--- src/rtl/game_state_controller.sv ---
// Game-flow FSM: lives, level, freeze, respawn and game-over, all registered one cycle after the acting input edge.
// Optional bonus life on every BONUS_EVERY-th level is enabled by defining FROGGER_BONUS_LIFE_EN.
module game_state_controller #(
    parameter int LIVES_INI         = 3,
    parameter int START_LEVEL       = 1,
    parameter int MAX_LEVEL         = 9,
    parameter int HIT_FREEZE_CYCLES = 12_500_000,
    parameter int BONUS_EVERY       = 3
) (
    input  logic       i_Clk,
    input  logic       i_Rst_L,
    input  logic       i_Start,
    input  logic       i_Has_Collided,
    input  logic       i_Frog_Home,
    output logic [2:0] o_State,
    output logic [2:0] o_Lives,
    output logic [3:0] o_Level,
    output logic       o_Freeze,
    output logic       o_Respawn,
    output logic       o_Game_Over
);

    localparam int TW = $clog2(HIT_FREEZE_CYCLES + 1);
    localparam logic [TW-1:0] TIMER_LOAD = TW'(HIT_FREEZE_CYCLES - 1);

    typedef enum logic [2:0] {
        S_IDLE     = 3'd0,
        S_PLAY     = 3'd1,
        S_HIT      = 3'd2,
        S_LEVEL_UP = 3'd3,
        S_OVER     = 3'd4
    } state_t;

    state_t        state_q;
    logic [2:0]    lives_q;
    logic [3:0]    level_q;
    logic [TW-1:0] timer_q;
    logic          freeze_q;
    logic          respawn_q;
    logic          game_over_q;
    logic          start_prev_q;
    logic          coll_prev_q;
    logic          home_prev_q;

    logic          start_rise;
    logic          coll_rise;
    logic          home_rise;
    logic [3:0]    level_d;
    logic [2:0]    lives_d;

    assign start_rise = i_Start & ~start_prev_q;
    assign coll_rise  = i_Has_Collided & ~coll_prev_q;
    assign home_rise  = i_Frog_Home & ~home_prev_q;

    always_comb begin
        level_d = level_q;
        lives_d = lives_q;
        if (level_q < 4'(MAX_LEVEL)) begin
            level_d = level_q + 4'd1;
`ifdef FROGGER_BONUS_LIFE_EN
            if (((32'(level_q) + 32'd1) % 32'(BONUS_EVERY)) == 32'd0 && lives_q != 3'd7)
                lives_d = lives_q + 3'd1;
`endif
        end
    end

`ifndef FROGGER_BONUS_LIFE_EN
    logic unused_bonus_every;
    assign unused_bonus_every = ^BONUS_EVERY;
`endif

    always_ff @(posedge i_Clk or negedge i_Rst_L) begin
        if (!i_Rst_L) begin
            state_q      <= S_IDLE;
            lives_q      <= 3'(LIVES_INI);
            level_q      <= 4'(START_LEVEL);
            timer_q      <= '0;
            freeze_q     <= 1'b1;
            respawn_q    <= 1'b0;
            game_over_q  <= 1'b0;
            start_prev_q <= 1'b0;
            coll_prev_q  <= 1'b0;
            home_prev_q  <= 1'b0;
        end else begin
            start_prev_q <= i_Start;
            coll_prev_q  <= i_Has_Collided;
            home_prev_q  <= i_Frog_Home;
            respawn_q    <= 1'b0;
            case (state_q)
                S_IDLE: begin
                    freeze_q    <= 1'b1;
                    game_over_q <= 1'b0;
                    if (start_rise) begin
                        state_q   <= S_PLAY;
                        respawn_q <= 1'b1;
                        freeze_q  <= 1'b0;
                    end
                end
                S_PLAY: begin
                    freeze_q <= 1'b0;
                    // collision takes priority; a simultaneous home edge is dropped
                    if (coll_rise) begin
                        freeze_q <= 1'b1;
                        if (lives_q > 3'd1) begin
                            lives_q <= lives_q - 3'd1;
                            timer_q <= TIMER_LOAD;
                            state_q <= S_HIT;
                        end else begin
                            lives_q     <= 3'd0;
                            state_q     <= S_OVER;
                            game_over_q <= 1'b1;
                        end
                    end else if (home_rise) begin
                        level_q  <= level_d;
                        lives_q  <= lives_d;
                        timer_q  <= TIMER_LOAD;
                        freeze_q <= 1'b1;
                        state_q  <= S_LEVEL_UP;
                    end
                end
                S_HIT, S_LEVEL_UP: begin
                    freeze_q <= 1'b1;
                    if (timer_q == '0) begin
                        state_q   <= S_PLAY;
                        respawn_q <= 1'b1;
                        freeze_q  <= 1'b0;
                    end else begin
                        timer_q <= timer_q - 1'b1;
                    end
                end
                S_OVER: begin
                    freeze_q    <= 1'b1;
                    game_over_q <= 1'b1;
                    if (start_rise) begin
                        state_q     <= S_IDLE;
                        lives_q     <= 3'(LIVES_INI);
                        level_q     <= 4'(START_LEVEL);
                        game_over_q <= 1'b0;
                    end
                end
                default: begin
                    state_q     <= S_IDLE;
                    timer_q     <= '0;
                    freeze_q    <= 1'b1;
                    game_over_q <= 1'b0;
                end
            endcase
        end
    end

    assign o_State     = state_q;
    assign o_Lives     = lives_q;
    assign o_Level     = level_q;
    assign o_Freeze    = freeze_q;
    assign o_Respawn   = respawn_q;
    assign o_Game_Over = game_over_q;

endmodule

--- config.mk ---
export PLATFORM = sky130hd
export DESIGN_NAME = game_state_controller
export DESIGN_NICKNAME = d
export VERILOG_FILES = /design/src/rtl/game_state_controller.sv
export SDC_FILE = /design/constraint.sdc
export NUM_CORES = 1
export LEC_CHECK = 0
export ABC_AREA = 1
export CAP_MARGIN = 20
export CORE_UTILIZATION = 35
export DETAILED_ROUTE_END_ITERATION = 8
export HOLD_SLACK_MARGIN = 0.1
export PLACE_DENSITY = 0.55
export SYNTH_ARGS = -nofsm -noshare
export SYNTH_HDL_FRONTEND = slang
export SYNTH_SLANG_ARGS = --single-unit
export TNS_END_PERCENT = 20
--- constraint.sdc ---
create_clock -name i_Clk -period 2.35 [get_ports i_Clk]
set_clock_uncertainty 0.05 [all_clocks]
set_input_delay 0.3525 -clock i_Clk [delete_from_list [all_inputs] [get_ports i_Clk]]
set_output_delay 0.3525 -clock i_Clk [all_outputs]
set_load 0.005 [all_outputs]
After elaboration in Yosys (flattened, before gate mapping) --
Index checks and enable logic that the tools add are counted.
Word-level totals: flip-flop bits (word level) 40, output and inout bits 13, bits of input ports 5, logic and storage cells 80
Operators by class: equality and inequality tests 15, add/sub/neg operators 3, order comparisons 2, bitwise operators 8, muxes and demuxes 32, reductions and logical operators 10
Operators with widths (count):
- $mux 24 | 4
- $pmux 24 s3 | 1
- $mux 3 | 9
- $logic_not 24->1 | 1
- $sub 24x1->24 const B | 1
- $ne 2x2->1 const B | 9
- $mux 4 | 4
- $pmux 3 s4 | 1
- $mux 1 | 8
- $pmux 4 s2 | 1
- $reduce_and 4->1 | 2
- $eq 3x2->1 const B | 2
- $ne 3x3->1 const B | 2
- $pmux 1 s3 | 2
- $pmux 3 s2 | 1
- $reduce_and 3->1 | 2
- $not 1->1 | 5
- $reduce_and 5->1 | 1
- $add 4x1->4 const B | 1
- $lt 4x4->1 const B | 1
- $reduce_or 2->1 | 2
- $and 1x1->1 | 3
- $eq 3x1->1 const B | 1
- $eq 3x3->1 const B | 1
- 5 further kinds | 5

Longest topological paths before layout --
depth in word-level cells 5, depth in mapped cells 12, mapped depth without buffers 11

Least setup slack after synthesis --
Ideal clock, no wire load.
kind register -> register, from register lives_q[1] (netlist: o_Lives[1]), to register timer_q[8], setup slack 0.598 ns, data required time 2.174 ns, data arrival time 1.576 ns, path buffers 1, stages on the path, launching flop included 11, setup time 0.126 ns, period minus slack after synthesis 1.752 ns, path through dfstp_2 inv_1 ha_1 o21bai_1 nand2_1 nor2_4 nor2_4 nand2_2 buf_6 nand2_1 o21ai_0
Between the ends: longest elaborated chain between the ends 3
RTL lines:
- start: declaration | RTL line 35 | logic [2:0] lives_q;
- start signal: assignment | RTL line 75 | lives_q <= 3'(LIVES_INI);
- start signal: assignment | RTL line 105 | lives_q <= lives_q - 3'd1;
- start signal: assignment | RTL line 115 | lives_q <= lives_d;
- $gt 3x1->1 | RTL line 104 | if (lives_q > 3'd1) begin
- $ne 3x3->1 (no source line)
- $reduce_and 4->1 (no source line)
- end signal: assignment | RTL line 128 | timer_q <= timer_q - 1'b1;
- end: declaration | RTL line 37 | logic [TW-1:0] timer_q;
No other way between the ends. A chain may end at the register's enable or synchronous reset.

Worst setup path after layout --
from register lives_q[1] (netlist: o_Lives[1]), to register timer_q[3]
Same word-level chain as after synthesis.

==> results.json <==
{
  "diodes": 0,
  "slew-limit-headroom_pct": 67.4,
  "wl_per_cell_um": 12.7,
  "cts_root_buf": "clkbuf_8",
  "final_cell_area_um2": 3080,
  "synth.largest_area_cell": "dfrtp_1",
  "final_common_cell": "nand2_1",
  "fin_setup_tns_ns": 0,
  "worstSetupPathType": "register to register",
  "cts_buffer_depth": 2,
  "start_kind": "register",
  "cts_setup_buffers": 0,
  "placed_area_um2": 2970,
  "hpwl_um": 4700,
  "cp_num_buf_inv": 1,
  "critPathSlowestCell": "dfstp_2",
  "netlist_area_um2": 2640,
  "p_int_mw": 1.02,
  "coreArea_um2": 7250,
  "post_layout_nonfiller_instances": 484,
  "reg2reg_from": "o_Lives[1]",
  "synthCells": 354,
  "synth_area_per_cell_um2": 7.45,
  "h-tree-depth": 2,
  "seqPwrFrac_pct": 53.2,
  "cap_violations": 0,
  "grt.met2_usage_pct": 30.8,
  "grt_use_met1_pct": 22.6,
  "cp-startpoint": "o_Lives[1]",
  "worstPathRequired_ns": 2.50,
  "fp.dieH_um": 88.8,
  "yosys.cell_types.count": 34,
  "status": "complete, no violations",
  "avgViaCountPerCell": 4.76,
  "cts_buffers": 5,
  "synth_flop_cell": "dfrtp_1",
  "start_util_pct": 36.3,
  "drive_above_1_share_pct": 17.9,
  "period_needed_ns": 2.01,
  "rsz0062_at_grt": "no",
  "fp.dieW_um": 88.8,
  "cpPeakStageDelay_ns": 0.54,
  "drt_iter0_markers": 100,
  "drcViolationCount": 0,
  "netSwitchingFraction_pct": 21.7,
  "nFillCells": 765,
  "grtUsageMet3_pct": 2.80,
  "grt_pass1_wl_um": 10600,
  "worstSkewPairLatency_ns": 0.30,
  "power_density_nw_per_um2": 421,
  "place.gp.congestion": 0.835,
  "vdd_drop_max_mv": 0.184,
  "leakage_nw": 1.59,
  "critical_path.top_delay_family": "simple AND/OR/NAND/NOR gates",
  "fin_util_pct": 42.5,
  "async_flop_share_pct": 100,
  "crit_fanout": 7,
  "drtPass1Iterations": 4,
  "end_kind": "register",
  "synthesis.nets": 364,
  "finalHoldViolCount": 0,
  "finalMaxSlewViolations": 0,
  "clkPwrFrac_pct": 44.4,
  "hold_path.class": "input port to asynchronous set/reset pin",
  "max_freq_mhz": 498,
  "synth_edf_count": 0,
  "worst_pin_slew_ns": 0.485,
  "numPortBuffers": 17,
  "rows": 31,
  "layout_common_cells": "80 x nand2_1, 55 x nor2_1, 36 x inv_1, 36 x dfrtp_1, 26 x nand3_1",
  "dieArea_um2": 7880,
  "antenna_found_initial": 0,
  "grt_max_degree": 21,
  "grt_pass1_vias": 2271,
  "postRouteAntennaNets": 0,
  "ys_top_cells_by_area": "dfrtp_1 34%, nand2_1 11%, nor2_1 7.8%",
  "ys.warnings.count": 0,
  "cts_tree": "built",
  "comb_power_share_pct": 2.4,
  "wl_um": 6140,
  "switchingPower_uw": 281,
  "placedCellCount": 475,
  "finalSetupViolations": 0,
  "vias": 2306,
  "cts.sinks": 40,
  "worst_ep_arrival_time_ns": 2.16,
  "crit_chain": "inv_1 -> ha_1 -> o21bai_1 -> nand2_1 -> nor2_4 -> nor2_4 -> nand3_1 -> nor2_1 -> nor2_1",
  "grtUsageTotal_pct": 17.8,
  "io_pins": 18,
  "synth.top_cell.area_share_pct": 34.2,
  "period_share_pct": 85.5,
  "gr-max-usage-layer": "met2",
  "grt_overflow": 0,
  "area_growth_pct": 17.0,
  "fin_nets": 394,
  "clk_pin_slew_worst_paths_ns": 0.08,
  "synth-seq-cells": 40,
  "yosysSeqAreaShare_pct": 38.2
}
flip-flops by register name, summed over array words and instances, names as in the netlist:
name,flops
o_Game_Over,1
home_prev_q,1
start_prev_q,1
timer_q,24
o_Respawn,1
o_State,3
o_Freeze,1
coll_prev_q,1
o_Level,4
o_Lives,3
synthesized netlist by cell type, types with 2 or more instances:
cell and n:
inv_1 36, nand2_2 15, buf_6 3, nor3_1 2
o21ai_1 4, nor2_2 5, ha_1 5, nor2_4 6
inv_2 4, nand2_1 80, xor2_1 8, o21ai_0 15
a21oi_1 20, nand4_1 5, dfstp_2 4, nand3_1 26
or2_2 2, dfrtp_1 36, nor2_1 55, nand3_2 2
o21ai_2 8
per-stage QoR:
stage                     total power, mW  hold WS, ns  setup slack (ns)
after floorplan                     0.711      0.00691             0.598
after global placement              0.736        0.118             0.317
after detailed placement            0.737        0.113             0.261
after CTS                            1.32        0.329             0.309
after global routing                 1.35        0.331             0.194
final                                1.30        0.329             0.341
timing repair:
| item | 4_1_cts | 5_1_grt |
|---|---|---|
| hold buffers | 1 | 0 |
| hold endpoints to repair | 36 | 0 |
| resized for setup | 0 | 0 |
final timing paths:
| path | slack (ns) | cells past startpoint | to |
|---|---|---|---|
| max in group asynchronous | 1.40 | 3 | o_Level[0] |
| max | 0.34 | 9 | timer_q[3] |
| min reg2reg | 0.48 | 2 | o_Level[0] |
| min in group i_Clk | 0.45 | 1 | start_prev_q |
| max reg2reg | 0.34 | 9 | timer_q[3] |
| min | 0.33 | 2 | timer_q[10] |
power by group through the flow:
stage	Sequential, mW	Combinational (mW)	Clock, mW
floorplan	0.705	0.00600	0
global placement	0.705	0.0316	0
detailed placement	0.705	0.0322	0
CTS	0.691	0.0336	0.592
global route	0.692	0.0371	0.620
finish	0.691	0.0315	0.576
routing by layer:
| layer | part of all wire, % | routed length [µm] |
|---|---|---|
| met1 | 48 | 2980 |
| met5 | 0 | 0 |
| met3 | 3.6 | 219 |
| met2 | 47 | 2900 |
| met4 | 0.86 | 53 |
cell families after synthesis:
logic type,count (synthesis),synth area share [%]
buffers and inverters,45,7.45
AND/OR/NAND/NOR,204,37.8
XOR/XNOR,9,2.99
AO/OA/AOI/OAI,51,11.2
adder cells (fa/ha/maj),5,2.37
flip-flops,40,38.2
final cells by class:
cell class,count,area [µm²],area share (%)
Tap cell,99,124,4.02
Clock buffer,6,72.6,2.35
Sequential cell,40,1010,32.6
Multi-Input combinational cell,269,1430,46.5
Inverter,40,150,4.87
Timing Repair Buffer,28,263,8.52
Clock inverter,2,35.0,1.14
No activity file was read; power rests on OpenSTA's default activity.
